--- config.mk ---
export PLATFORM = sky130hd
export DESIGN_NAME = calc_arbiter
export DESIGN_NICKNAME = d
export VERILOG_FILES = /design/src/rtl/calc_arbiter.sv
export SDC_FILE = /design/constraint.sdc
export NUM_CORES = 1
export LEC_CHECK = 0
export ABC_AREA = 1
export BUFFER_PORTS_ARGS = -buffer_cell sky130_fd_sc_hd__clkbuf_2
export CAP_MARGIN = 10
export CORE_AREA = 2 2 54 68
export CTS_BUF_LIST = sky130_fd_sc_hd__clkbuf_2
export DETAILED_ROUTE_END_ITERATION = 6
export DIE_AREA = 0 0 56 70
export PLACE_DENSITY = 0.8
export RECOVER_POWER = 25
export SLEW_MARGIN = 20
export SYNTH_ARGS = -nofsm -noshare
export SYNTH_HDL_FRONTEND = slang
export SYNTH_SLANG_ARGS = --single-unit
--- constraint.sdc ---
create_clock -name clk -period 1.6 [get_ports clk]
set_clock_uncertainty 0.2 [all_clocks]
set_input_delay 0.08 -clock clk [delete_from_list [all_inputs] [get_ports clk]]
set_output_delay 0.08 -clock clk [all_outputs]
set_load 0.005 [all_outputs]
--- src/rtl/calc_arbiter.sv ---
// Round-robin sharing of one combinational 4-bit calculator between two requesters.
// Sequencing is accept (IDLE) -> execute (EXEC) -> respond (RESP); completed responses are counted.
module calc_arbiter #(
  parameter int W     = 4,
  parameter int CNT_W = 8
) (
  input  logic             clk,
  input  logic             rst,

  input  logic             req0_valid,
  output logic             req0_ready,
  input  logic [2:0]       req0_op,
  input  logic [W-1:0]     req0_a,
  input  logic [W-1:0]     req0_b,
  output logic             resp0_valid,
  input  logic             resp0_ready,
  output logic [W-1:0]     resp0_r,
  output logic             resp0_ovf,

  input  logic             req1_valid,
  output logic             req1_ready,
  input  logic [2:0]       req1_op,
  input  logic [W-1:0]     req1_a,
  input  logic [W-1:0]     req1_b,
  output logic             resp1_valid,
  input  logic             resp1_ready,
  output logic [W-1:0]     resp1_r,
  output logic             resp1_ovf,

  output logic [2:0]       calc_op,
  output logic [W-1:0]     calc_a,
  output logic [W-1:0]     calc_b,
  input  logic [W-1:0]     calc_r,
  input  logic             calc_ovf,

  output logic             busy,
  output logic [CNT_W-1:0] ops_done
);

  typedef enum logic [1:0] {IDLE, EXEC, RESP} state_t;

  state_t         state;
  logic           last;     // requester served most recently
  logic           gnt;      // requester owning the current operation
  logic [W-1:0]   r_q;
  logic           ovf_q;
  logic           pick1;
  logic           resp_hs;

  // On a tie the requester that was not served last wins.
  always_comb begin
    pick1 = req1_valid & (~req0_valid | ~last);
  end

  assign req0_ready = (state == IDLE) & req0_valid & ~pick1;
  assign req1_ready = (state == IDLE) & pick1;
  assign resp_hs    = (resp0_valid & resp0_ready) | (resp1_valid & resp1_ready);

  // Both response ports see the same result registers; only valid is per-grant.
  assign resp0_r    = r_q;
  assign resp0_ovf  = ovf_q;
  assign resp1_r    = r_q;
  assign resp1_ovf  = ovf_q;

  // NOTE: state uses non-blocking assignments so every register samples pre-edge values.
  always_ff @(posedge clk or posedge rst) begin
    if (rst) begin
      state       <= IDLE;
      last        <= 1'b1;
      gnt         <= 1'b0;
      calc_op     <= '0;
      calc_a      <= '0;
      calc_b      <= '0;
      r_q         <= '0;
      ovf_q       <= 1'b0;
      resp0_valid <= 1'b0;
      resp1_valid <= 1'b0;
      busy        <= 1'b0;
      ops_done    <= '0;
    end else begin
      case (state)
        IDLE: begin
          if (req0_valid | req1_valid) begin
            gnt     <= pick1;
            calc_op <= pick1 ? req1_op : req0_op;
            calc_a  <= pick1 ? req1_a  : req0_a;
            calc_b  <= pick1 ? req1_b  : req0_b;
            busy    <= 1'b1;
            state   <= EXEC;
          end
        end
        EXEC: begin
          r_q         <= calc_r;
          ovf_q       <= calc_ovf;
          resp0_valid <= ~gnt;
          resp1_valid <= gnt;
          state       <= RESP;
        end
        RESP: begin
          if (resp_hs) begin
            resp0_valid <= 1'b0;
            resp1_valid <= 1'b0;
            last        <= gnt;
            ops_done    <= ops_done + CNT_W'(1);
            busy        <= 1'b0;
            state       <= IDLE;
          end
        end
        default: state <= IDLE;
      endcase
    end
  end

endmodule

* Yosys cells after proc, flatten, opt, wreduce, memory -nomap -nowiden
Index checks and enable logic that the tools add are counted.
Word-level totals: flip-flop bits (word level) 31, latch bits 0, RAM bits 0, ROM bits 0, output and inout port bits 34, word-level logic and storage cells 49, memories 0
Cells by class: $add $sub $neg 1, multipliers 0, div/mod/pow operators 0, order comparisons 0, eq/ne operators 4, shift operators 0, mux-type cells 11, bitwise gates (word level) 13, reductions and logical operators 8
Operator list (count):
- 8-bit by 1-bit adder with 8-bit output (second input constant) | 1
- 4-bit two-way mux | 2
- 2-bit AND reduction | 4
- 1-bit bitwise AND | 6
- 1-bit one-hot mux with 2 select lines | 3
- 2-bit one-hot mux with 3 select lines | 1
- 2-bit two-way mux | 2
- 1-bit inverter | 4
- 2-bit nonzero test | 2
- 3-bit two-way mux | 1
- 1-bit OR | 3
- 3-bit AND reduction | 1
- 2-bit by 1-bit equality test with 1-bit output (second input constant) | 1
- 2-bit equality test (second input constant) | 1
- 2-bit logical NOT | 1
- 1-bit two-way mux | 2
- 2-bit by 1-bit inequality test with 1-bit output (second input constant) | 1
- 2-bit inequality test (second input constant) | 1

* Longest topological paths before layout
Gate-level depths: netlist of the first run.
word-level depth 5, mapped depth 7, depth with buffers taken out 7

* Worst setup path before layout of the first run
OpenSTA, ideal clock, no wires.
path kind reg2reg, start register last, end register calc_b[0], arrival time 1016 ps, setup slack 260 ps, cell stages (with the launch flop) 7, buffers on the path 1, cell sequence dfstp_2 nand2_1 nand2_2 buf_4 nand2_1 o211ai_1 nand2_1
Between the ends: word-level cells in the longest chain between the ends 4
RTL lines:
- from (decl) | RTL line 43 | logic last;
- from (signal assigned) | RTL line 103 | last <= gnt;
- 1-bit inverter | RTL line 52 | pick1 = req1_valid & (~req0_valid | ~last);
- 1-bit OR | RTL line 52
- 1-bit bitwise AND | RTL line 52
- 4-bit two-way mux | RTL line 87 | calc_b <= pick1 ? req1_b : req0_b;
- to (signal assigned) | RTL line 87
- to (decl) | RTL line 32 | output logic [W-1:0] calc_b,
Every way passes these cells. A chain may end at the register's enable or synchronous reset.

* Worst setup path in the final report of the first run
start register last, end output req0_ready
Between the ends: word-level cells in the longest chain between the ends 5
RTL lines:
- 1-bit inverter | RTL line 52
- 1-bit OR | RTL line 52
- 1-bit bitwise AND | RTL line 52
- 1-bit inverter | RTL line 55 | assign req0_ready = (state == IDLE) & req0_valid & ~pick1;
- 1-bit bitwise AND | RTL line 55
- to (decl) | RTL line 11 | output logic req0_ready,
Every way passes these cells.

==> flow_metrics.py, run 1 <==
metrics = {
    "cts": {
        "cts.sinks": 31,
        "clockBufferDepth": 2,
        "clk_latency_ps": 390,
        "cts_buffers": 5,
        "cts_max_level": 2,
        "clkTransAtPathRegs_ps": 200,
        "cts_tree": "built",
        "cts-root-buf": "clkbuf_2",
    },
    "floorplanning": {
        "die_h_um": 70,
        "core_area_mm2": 0.00336,
        "io_pins": 67,
        "dieArea_mm2": 0.00392,
        "num_rows": 24,
        "start_util_pct": 46.0,
        "dieWidth_um": 56,
    },
    "timing": {
        "setup_viol": 1,
        "hold_violations": 0,
        "setup_slack_ps": -9.13,
        "holdWs_ps": 220,
        "fin_crit_ps": 1610,
        "fmaxAchievable_ghz": 0.621,
        "worst_pin_slew_ps": 766,
        "grt_setup_unrepaired": "yes",
        "tns_ps": -9.13,
        "slew_headroom_pct": 48.9,
        "timing.final.crit_share_pct": 101,
        "drv_slew": 0,
    },
    "place": {
        "port_buffers": 66,
        "place_congestion": 0.746,
        "dp_slack_ps": 65.9,
        "hpwl_um": 2440,
    },
    "grt": {
        "antenna_found_initial": 0,
        "grt_pass1_wl_um": 7290,
        "grt_use_total_pct": 24.5,
        "grt_pass1_vias": 1623,
        "grt_max_degree": 32,
        "grt-ovfl-total": 0,
    },
    "synthesis": {
        "syn-num-nets": 213,
        "postSynthCellCount": 179,
        "yosysWarnings": 0,
        "synth-seq-cells": 31,
        "synth_cell_types": 24,
        "seq_area_frac_synth_pct": 50.2,
        "avgSynthCellArea_um2": 8.64,
        "synth_area_mm2": 0.00155,
    },
    "run": {
        "drv_cap": 0,
    },
    "layout": {
        "drive_gt1_share_pct": 35.9,
        "antennaDiodeCount": 0,
        "syn2layout_area_growth_pct": 51.0,
        "nets": 320,
    },
    "drt": {
        "vias": 1600,
        "routedWlPerCell_um": 13.6,
        "viasPerCell": 4.91,
        "routed_wl_um": 4440,
        "final_antenna_net_count": 0,
        "firstDrtPassIters": 5,
        "drt_iter0_drc": 36,
        "drc": 0,
    },
    "status": {
        "status": "complete, but fails checks",
        "violations": "negative setup slack",
    },
    "worst_setup_path": {
        "worstSetupEndpointType": "primary output",
        "cp_max_fo": 3,
        "cp.arrival_ps": 1330,
        "worst_ep_required_time_ps": 1320,
        "critPathLaunchType": "register",
        "crit_type": "reg -> out",
    },
    "power": {
        "power_density_mw_per_mm2": 1520,
        "power_leakage_nw": 1.27,
        "irDropWorstVdd_mv": 1.01,
        "p_total_mw": 3.55,
    },
    "min_path": {
        "hp-class": "in -> async",
    },
}
## through the flow
step                      util (%)  area [um2]  instances
after CTS                     69.0        2320        325
final                         69.4        2330        326
after global placement        55.4        1860        278
after floorplan                  -        1550        179
after detailed placement      55.4        1860        278
after global routing          69.4        2330        326
## cells by family (layout without fill, tap and decap cells)
group / after synthesis / in the layout / share of synthesized area (%)
muxes: 5 / 5 / 3.64
adders and majority gates: 1 / 1 / 0.809
and+or+nand+nor: 88 / 89 / 24.2
buffers and inverters: 31 / 138 / 10.8
DFF: 31 / 31 / 50.2
AOI/OAI and AO/OA: 21 / 21 / 9.22
xor gates and xnor gates: 2 / 2 / 1.13
## where the power goes
| group | leakage [nW] | total [mW] | switching (mW) | internal (mW) |
|---|---|---|---|---|
| registers | 0.376 | 1.41 | 0.277 | 1.14 |
| logic | 0.855 | 1.57 | 0.821 | 0.749 |
| clock network | 0.0429 | 0.567 | 0.303 | 0.265 |
| total | 1.27 | 3.55 | 1.40 | 2.15 |
## cell usage after synthesis
cell	instances	area, um2
dfrtp_1	30	751
xnor2_1	2	17.5
mux2_2	5	56.3
o21bai_1	2	15.0
nor2_2	1	6.26
inv_1	21	78.8
o21ai_1	1	5.00
nand2_1	61	229
nand2_2	3	18.8
dfstp_2	1	26.3
inv_2	1	3.75
nand3_1	11	55.1
o21a_1	3	22.5
nand3b_1	1	7.51
nor2_8	1	20.0
o21ai_0	6	30.0
a21oi_1	1	5.00
buf_12	1	20.0
o211ai_1	7	52.6
buf_4	7	52.6
ha_1	1	12.5
buf_6	1	11.3
o211ai_2	1	12.5
nor2_1	10	37.5
## cells in the final DEF (no fill, tap or decap), types with 2 or more instances in the layout
cell / synthesis / layout
mux2_2: 5 / 5
nand2_2: 3 / 3
clkbuf_2: 0 / 71
nand2_4: 0 / 3
o21ai_1: 1 / 2
buf_4: 7 / 8
o21ai_0: 6 / 5
inv_1: 21 / 18
nand3_1: 11 / 11
xnor2_1: 2 / 2
o21bai_1: 2 / 2
nor2_1: 10 / 9
dlygate4sd3_1: 0 / 33
inv_2: 1 / 4
nand2_1: 61 / 59
o211ai_1: 7 / 7
o21a_1: 3 / 3
nor2_2: 1 / 2
dfrtp_1: 30 / 30
## sequential cells by signal (all words and copies together), names as in the netlist
| signal | flops |
|---|---|
| state | 2 |
| ops_done | 8 |
| resp0_r | 4 |
| resp0_valid | 1 |
| resp0_ovf | 1 |
| resp1_valid | 1 |
| busy | 1 |
| calc_b | 4 |
| gnt | 1 |
| calc_a | 4 |
| last | 1 |
| calc_op | 3 |
## cell type report
class	count	area, um2
inverter	22	82.6
tap	39	48.8
sequential	31	777
timing repair buffer	108	726
multi-input combinational	118	632
clock buffer	5	25.0
clock inverter	3	43.8
fill	266	1030
## metal layers
| layer | GRT usage (%) | part of all wire, % | wire length [um] |
|---|---|---|---|
| met2 | 42.6 | 54 | 2390 |
| met5 | 0 | 0 | 0 |
| met4 | 14.6 | 4.5 | 201 |
| met1 | 26.3 | 36 | 1620 |
| met3 | 6.48 | 5.3 | 235 |
## timing repair
action,4_1_cts,5_1_grt
hold buffers,33,0
pin swaps,1,0
setup endpoints to repair,2,6
cloned,1,0
setup buffers,5,1
resized for setup,3,8
hold endpoints to repair,51,0
## worst paths after layout
check,from,to,slack [ps],depth (start not counted)
max reg2reg,last,calc_a[1],30,7
min reg2reg,busy,busy,300,2
min,rst,calc_a[3],220,4
max,last,req0_ready,-9,5
max in group asynchronous,rst,ops_done[2],470,4
min in group clk,calc_r[3],resp0_r[3],230,3
## worst max-delay path: stages, from the launching register on
cell     delay, ps
dfstp_2        590
nand2_4         60
nand2_4         80
nand2_2         50
nor2_1          70
buf_2          110
No activity file was read; power rests on OpenSTA's default activity.
==> inputs of run 2 (changes only) <==
--- a/config.mk
+++ b/config.mk
@@ -8,13 +8,13 @@
 export ABC_AREA = 1
 export BUFFER_PORTS_ARGS = -buffer_cell sky130_fd_sc_hd__clkbuf_2
 export CAP_MARGIN = 10
-export CORE_AREA = 2 2 54 68
+export CORE_AREA = 2 2 52 66
 export CTS_BUF_LIST = sky130_fd_sc_hd__clkbuf_2
 export DETAILED_ROUTE_END_ITERATION = 6
-export DIE_AREA = 0 0 56 70
-export PLACE_DENSITY = 0.8
+export DIE_AREA = 0 0 54 68
+export PLACE_DENSITY = 0.85
 export RECOVER_POWER = 25
-export SLEW_MARGIN = 20
+export SLEW_MARGIN = 0
 export SYNTH_ARGS = -nofsm -noshare
 export SYNTH_HDL_FRONTEND = slang
 export SYNTH_SLANG_ARGS = --single-unit
==> constraint.sdc (replaced) <==
create_clock -name clk -period 2 [get_ports clk]
set_clock_uncertainty 0.2 [all_clocks]
set_input_delay 0.1 -clock clk [delete_from_list [all_inputs] [get_ports clk]]
set_output_delay 0.1 -clock clk [all_outputs]
set_load 0.005 [all_outputs]
==> run 2 against run 1 <==
The flow now finishes without violations. Clock-buffer cell count rose by 1. Register-to-register slack better by 60 ps. Combinational power is 16% lower. Non-clock buffer count down 6. Setup slack gained 100 ps. Die area is 6.3% lower. Critical endpoint is now calc_b[1]. Sequential cell count unchanged. Largest cell class unchanged.
==> flow_metrics.py, run 2 (synthesized netlist as in run 1, its figures left out) <==
metrics = {
    "cts": {
        "clkTransAtPathRegs_ps": 160,
        "cts_max_level": 2,
        "cts_buffers": 5,
        "cts_tree": "built",
        "cts.sinks": 31,
        "clk_latency_ps": 360,
        "cts-root-buf": "clkbuf_2",
        "clockBufferDepth": 2,
    },
    "power": {
        "power_density_mw_per_mm2": 1210,
        "irDropWorstVdd_mv": 0.748,
        "p_total_mw": 2.74,
        "power_leakage_nw": 1.22,
    },
    "timing": {
        "drv_slew": 0,
        "tns_ps": 0,
        "hold_violations": 0,
        "timing.final.crit_share_pct": 95.3,
        "worst_pin_slew_ps": 774,
        "setup_slack_ps": 94.0,
        "fmaxAchievable_ghz": 0.525,
        "setup_viol": 0,
        "grt_setup_unrepaired": "no",
        "fin_crit_ps": 1910,
        "slew_headroom_pct": 48.4,
    },
    "floorplanning": {
        "start_util_pct": 49.8,
        "dieArea_mm2": 0.00367,
        "num_rows": 23,
        "die_h_um": 68,
        "io_pins": 67,
        "dieWidth_um": 54,
        "core_area_mm2": 0.00311,
    },
    "grt": {
        "antenna_found_initial": 0,
        "grt-ovfl-total": 0,
        "grt_max_degree": 32,
        "grt_use_total_pct": 22.7,
        "grt_pass1_vias": 1484,
        "grt_pass1_wl_um": 5900,
    },
    "layout": {
        "final_common_cell": "clkbuf_2",
        "final_cell_mix": "clkbuf_2, nand2_1, dlygate4sd3_1",
        "drive_gt1_share_pct": 33.2,
        "top_register": "ops_done",
        "layout.cells.non_filler": 320,
        "antennaDiodeCount": 0,
        "largest_reg_flops": 8,
        "nets": 316,
        "syn2layout_area_growth_pct": 45.7,
    },
    "worst_setup_path": {
        "worst_ep_required_time_ps": 2100,
        "worstSetupEndpointType": "register",
        "critPathLaunchType": "register",
        "crit_slowest_cell": "dlygate4sd3_1",
        "crit_type": "reg -> reg",
        "cp_cell_sequence": "inv_1, nand2_2, nor2_4, o211ai_2, dlygate4sd3_1, nand2_1",
        "critPathMaxStageDelay_ps": 570,
        "cp.arrival_ps": 2010,
        "cp_max_fo": 7,
        "r2r_cells": 6,
    },
    "place": {
        "hpwl_um": 2370,
        "dp_slack_ps": 421,
        "port_buffers": 66,
        "place_inst": 275,
        "place_congestion": 0.777,
    },
    "drt": {
        "final_antenna_net_count": 0,
        "drc": 0,
        "routedWlPerCell_um": 12.6,
        "viasPerCell": 4.96,
        "drt_iter0_drc": 43,
        "vias": 1586,
        "routed_wl_um": 4020,
        "firstDrtPassIters": 4,
    },
    "run": {
        "drv_cap": 0,
    },
    "min_path": {
        "hp-class": "in -> reg",
        "min_path_cells": 7,
    },
    "status": {
        "status": "finished, final reports clean",
    },
}
==> run 2: cell types whose count changed in the layout (fill, tap and decap cells not counted), sizes merged <==
cell         delta
buf             -5
nor2            +1
dlygate4sd3     -2
nand2           +1
clkbuf          +2
bufinv          -1
==> run 2: worst max-delay path, delay by kind of cell, from the launching register on <==
family / cells / cell delay, ps
AO/OA/AOI/OAI: 1 / 110
flip-flops: 1 / 390
AND/OR/NAND/NOR: 3 / 460
buffers and inverters: 2 / 680
==> run 2: final timing paths <==
check,slack (ps),startpoint,endpoint
setup / recovery,90,state[1],calc_b[1]
hold / removal,90,resp0_ready,ops_done[1]
setup reg to reg,90,state[1],calc_b[1]
hold reg to reg,290,busy,busy
max in group asynchronous,840,rst,ops_done[7]
min in group asynchronous,260,rst,ops_done[5]
==> run 2: timing repair <==
action | CTS | global route
hold buffers | 31 | 0
pin swaps | 0 | 2
resized for setup | 1 | 1
setup buffers | 0 | 3
endpoints found under the setup margin | 1 | 8
cloned | 0 | 3
hold endpoints to repair | 49 | 0
==> run 2: per-stage QoR <==
stage	cell area [um2]	utilization, %	hold slack [ps]
2_1_floorplan	1550	-	2.77
3_3_place_gp	1850	59.7	-19.2
3_5_place_dp	1850	59.7	-16.5
4_1_cts	2210	71.0	12.8
5_1_grt	2250	72.5	95.7
6_report	2250	72.5	88.3
==> run 2: final cells by class <==
cell class                      count  area [um2]
Fill cell                         263         855
Clock inverter                      2        7.51
Clock buffer                        6        30.0
Timing Repair Buffer              102         676
Sequential cell                    31         777
Multi-Input combinational cell    120         634
Inverter                           22        82.6
Tap cell                           37        46.3
==> run 2: power breakdown <==
part	switching (mW)	leakage, nW	internal [mW]
clock	0.206	0.0281	0.0841
combinational	0.662	0.815	0.663
sequential	0.213	0.376	0.909
total	1.08	1.22	1.66
==> run 2: metal layers <==
layer,share of wire [%],track usage [%],wire [um]
met5,0,0,0
met4,3.9,13.4,157
met3,5.0,7.21,203
met2,55,42.7,2200
met1,36,20.4,1460
==> inputs of run 3 (changes only) <==
--- a/config.mk
+++ b/config.mk
@@ -9,7 +9,7 @@
 export BUFFER_PORTS_ARGS = -buffer_cell sky130_fd_sc_hd__clkbuf_2
 export CAP_MARGIN = 10
 export CORE_AREA = 2 2 52 66
-export CTS_BUF_LIST = sky130_fd_sc_hd__clkbuf_2
+export CTS_BUF_LIST = sky130_fd_sc_hd__clkbuf_4 sky130_fd_sc_hd__clkbuf_8
 export DETAILED_ROUTE_END_ITERATION = 6
 export DIE_AREA = 0 0 54 68
 export PLACE_DENSITY = 0.85
==> run 3 against run 2 <==
Fmax up 5.8%. Utilization increased by 0.24 points. Sequential cell count is the same. Routed wire length is 3.7% lower. Non-clock buffer count decreased by 4. Highest routed layer unchanged. Worst hold slack got worse by 8.3 ps. Critical endpoint is now req0_ready. Via count down 3.3%. Global-route usage rose by 0.94 points.
==> flow_metrics.py, run 3 (synthesized netlist as in run 1, its figures left out) <==
metrics = {
    "status": {
        "status": "finished, final reports clean",
    },
    "cts": {
        "clockBufferDepth": 2,
        "cts_tree": "built",
        "cts-root-buf": "clkbuf_8",
        "clkTransAtPathRegs_ps": 60,
        "cts_buffers": 5,
        "clk_latency_ps": 280,
        "cts_setup_buffers": 0,
        "cts_max_level": 2,
        "cts.sinks": 31,
    },
    "drt": {
        "vias": 1533,
        "viasPerCell": 4.90,
        "final_antenna_net_count": 0,
        "routed_wl_um": 3880,
        "drc": 0,
        "routedWlPerCell_um": 12.4,
        "firstDrtPassIters": 4,
        "drt_iter0_drc": 27,
    },
    "grt": {
        "grt_pass1_vias": 1494,
        "use_met2_pct": 46.3,
        "grt_use_total_pct": 23.7,
        "top_usage_layer": "met2",
        "grt-ovfl-total": 0,
        "grt_max_degree": 32,
        "grt_pass1_wl_um": 6100,
        "antenna_found_initial": 0,
        "grtUsageMet3_pct": 7.42,
        "met1_usage_pct": 21.2,
    },
    "place": {
        "dp_slack_ps": 421,
        "place_congestion": 0.777,
        "place_inst": 275,
        "hpwl_um": 2370,
        "placed_area_mm2": 0.00185,
        "port_buffers": 66,
    },
    "layout": {
        "antennaDiodeCount": 0,
        "largest_reg_flops": 8,
        "syn2layout_area_growth_pct": 46.2,
        "final_area_mm2": 0.00226,
        "layout.cells.non_filler": 313,
        "final_common_cell": "clkbuf_2",
        "final_cell_mix": "clkbuf_2, nand2_1, dfrtp_1, dlygate4sd3_1, inv_1",
        "top_register": "ops_done",
        "nets": 309,
        "post-route-util_pct": 72.7,
        "drive_gt1_share_pct": 32.2,
    },
    "power": {
        "power_density_mw_per_mm2": 1260,
        "p_total_mw": 2.84,
        "power.share.combinational_pct": 40.9,
        "irDropWorstVdd_mv": 0.979,
        "swShare_pct": 36.9,
        "p_seq_share_pct": 39.6,
        "p_clk_share_pct": 19.4,
        "power_leakage_nw": 1.23,
        "switchingPower_mw": 1.05,
        "p_int_mw": 1.79,
    },
    "worst_setup_path": {
        "rrSetupSlack_ps": 470,
        "cp_max_fo": 21,
        "critPathMaxStageDelay_ps": 530,
        "cp_common_cell": "nand2_1",
        "worst_ep_required_time_ps": 1700,
        "cp_cell_sequence": "nand2_1, nand2_4, nand2_1, nor2_1, clkbuf_2",
        "crit_type": "reg -> out",
        "critPathTopFamily": "simple AND/OR/NAND/NOR gates",
        "crit_slowest_cell": "dfstp_2",
        "regToRegStartpoint": "resp1_valid",
        "critPathBufInv": 1,
        "reg2reg_to": "state[1]",
        "critPathLaunchType": "register",
        "cp.arrival_ps": 1500,
        "worstSetupEndpointType": "primary output",
        "r2r_cells": 4,
    },
    "run": {
        "drv_cap": 0,
    },
    "floorplanning": {
        "core_area_mm2": 0.00311,
        "start_util_pct": 49.8,
        "dieWidth_um": 54,
        "io_pins": 67,
        "dieArea_mm2": 0.00367,
        "num_rows": 23,
        "die_h_um": 68,
    },
    "min_path": {
        "hp-start": "req1_valid",
        "hp-class": "in -> reg",
        "min_path_cells": 4,
        "holdPathEnd": "calc_a[2]",
    },
    "timing": {
        "grt_setup_unrepaired": "no",
        "tns_ps": 0,
        "slew_headroom_pct": 48.7,
        "holdWs_ps": 80.0,
        "fin_crit_ps": 1800,
        "timing.final.crit_share_pct": 90.1,
        "drv_slew": 0,
        "worst_pin_slew_ps": 770,
        "setup_slack_ps": 198,
        "hold_violations": 0,
        "setup_viol": 0,
        "fmaxAchievable_ghz": 0.555,
    },
}
## run 3: what timing repair did
item / 4_1_cts / 5_1_grt
endpoints found under the setup margin: 0 / 1
hold buffers: 30 / 0
resized for setup: 0 / 1
endpoints found under the hold margin: 48 / 0
## run 3: worst max-delay path by stage
stage          start          to  slack [ps]  cells after the start
4_1_cts         last  req0_ready         110                      5
3_3_place_gp    last  req0_ready         510                      5
3_5_place_dp    last  req0_ready         420                      5
6_report        last  req0_ready         200                      5
5_1_grt         last  req0_ready          90                      5
2_1_floorplan   last   calc_b[0]         660                      6
## run 3: layout make-up
class                      instances  area [um2]
sequential                        31         777
multi-input combinational        117         608
fill                             262         847
timing repair buffer              98         643
tap                               37        46.3
inverter                          22        82.6
clock buffer                       8         104
## run 3: per-layer routing
metal | routed length [um] | up-vias
met5 | 0 | -
met4 | 112 | 0
met3 | 188 | 11
met2 | 2210 | 55
met1 | 1370 | 708
li1 | - | 759
## run 3: power groups by stage
stage	combinational (mW)	sequential, mW	clock (mW)
after floorplan	0.748	1.12	0
after global placement	1.06	1.12	0
after detailed placement	1.09	1.12	0
after CTS	1.16	1.12	0.561
after global routing	1.32	1.17	0.589
final	1.16	1.13	0.552
## run 3: tightest hold or removal path: stages
cell      delay (ps)
clkbuf_2         150
nand3_1          100
nand3_1           80
o21a_1           100
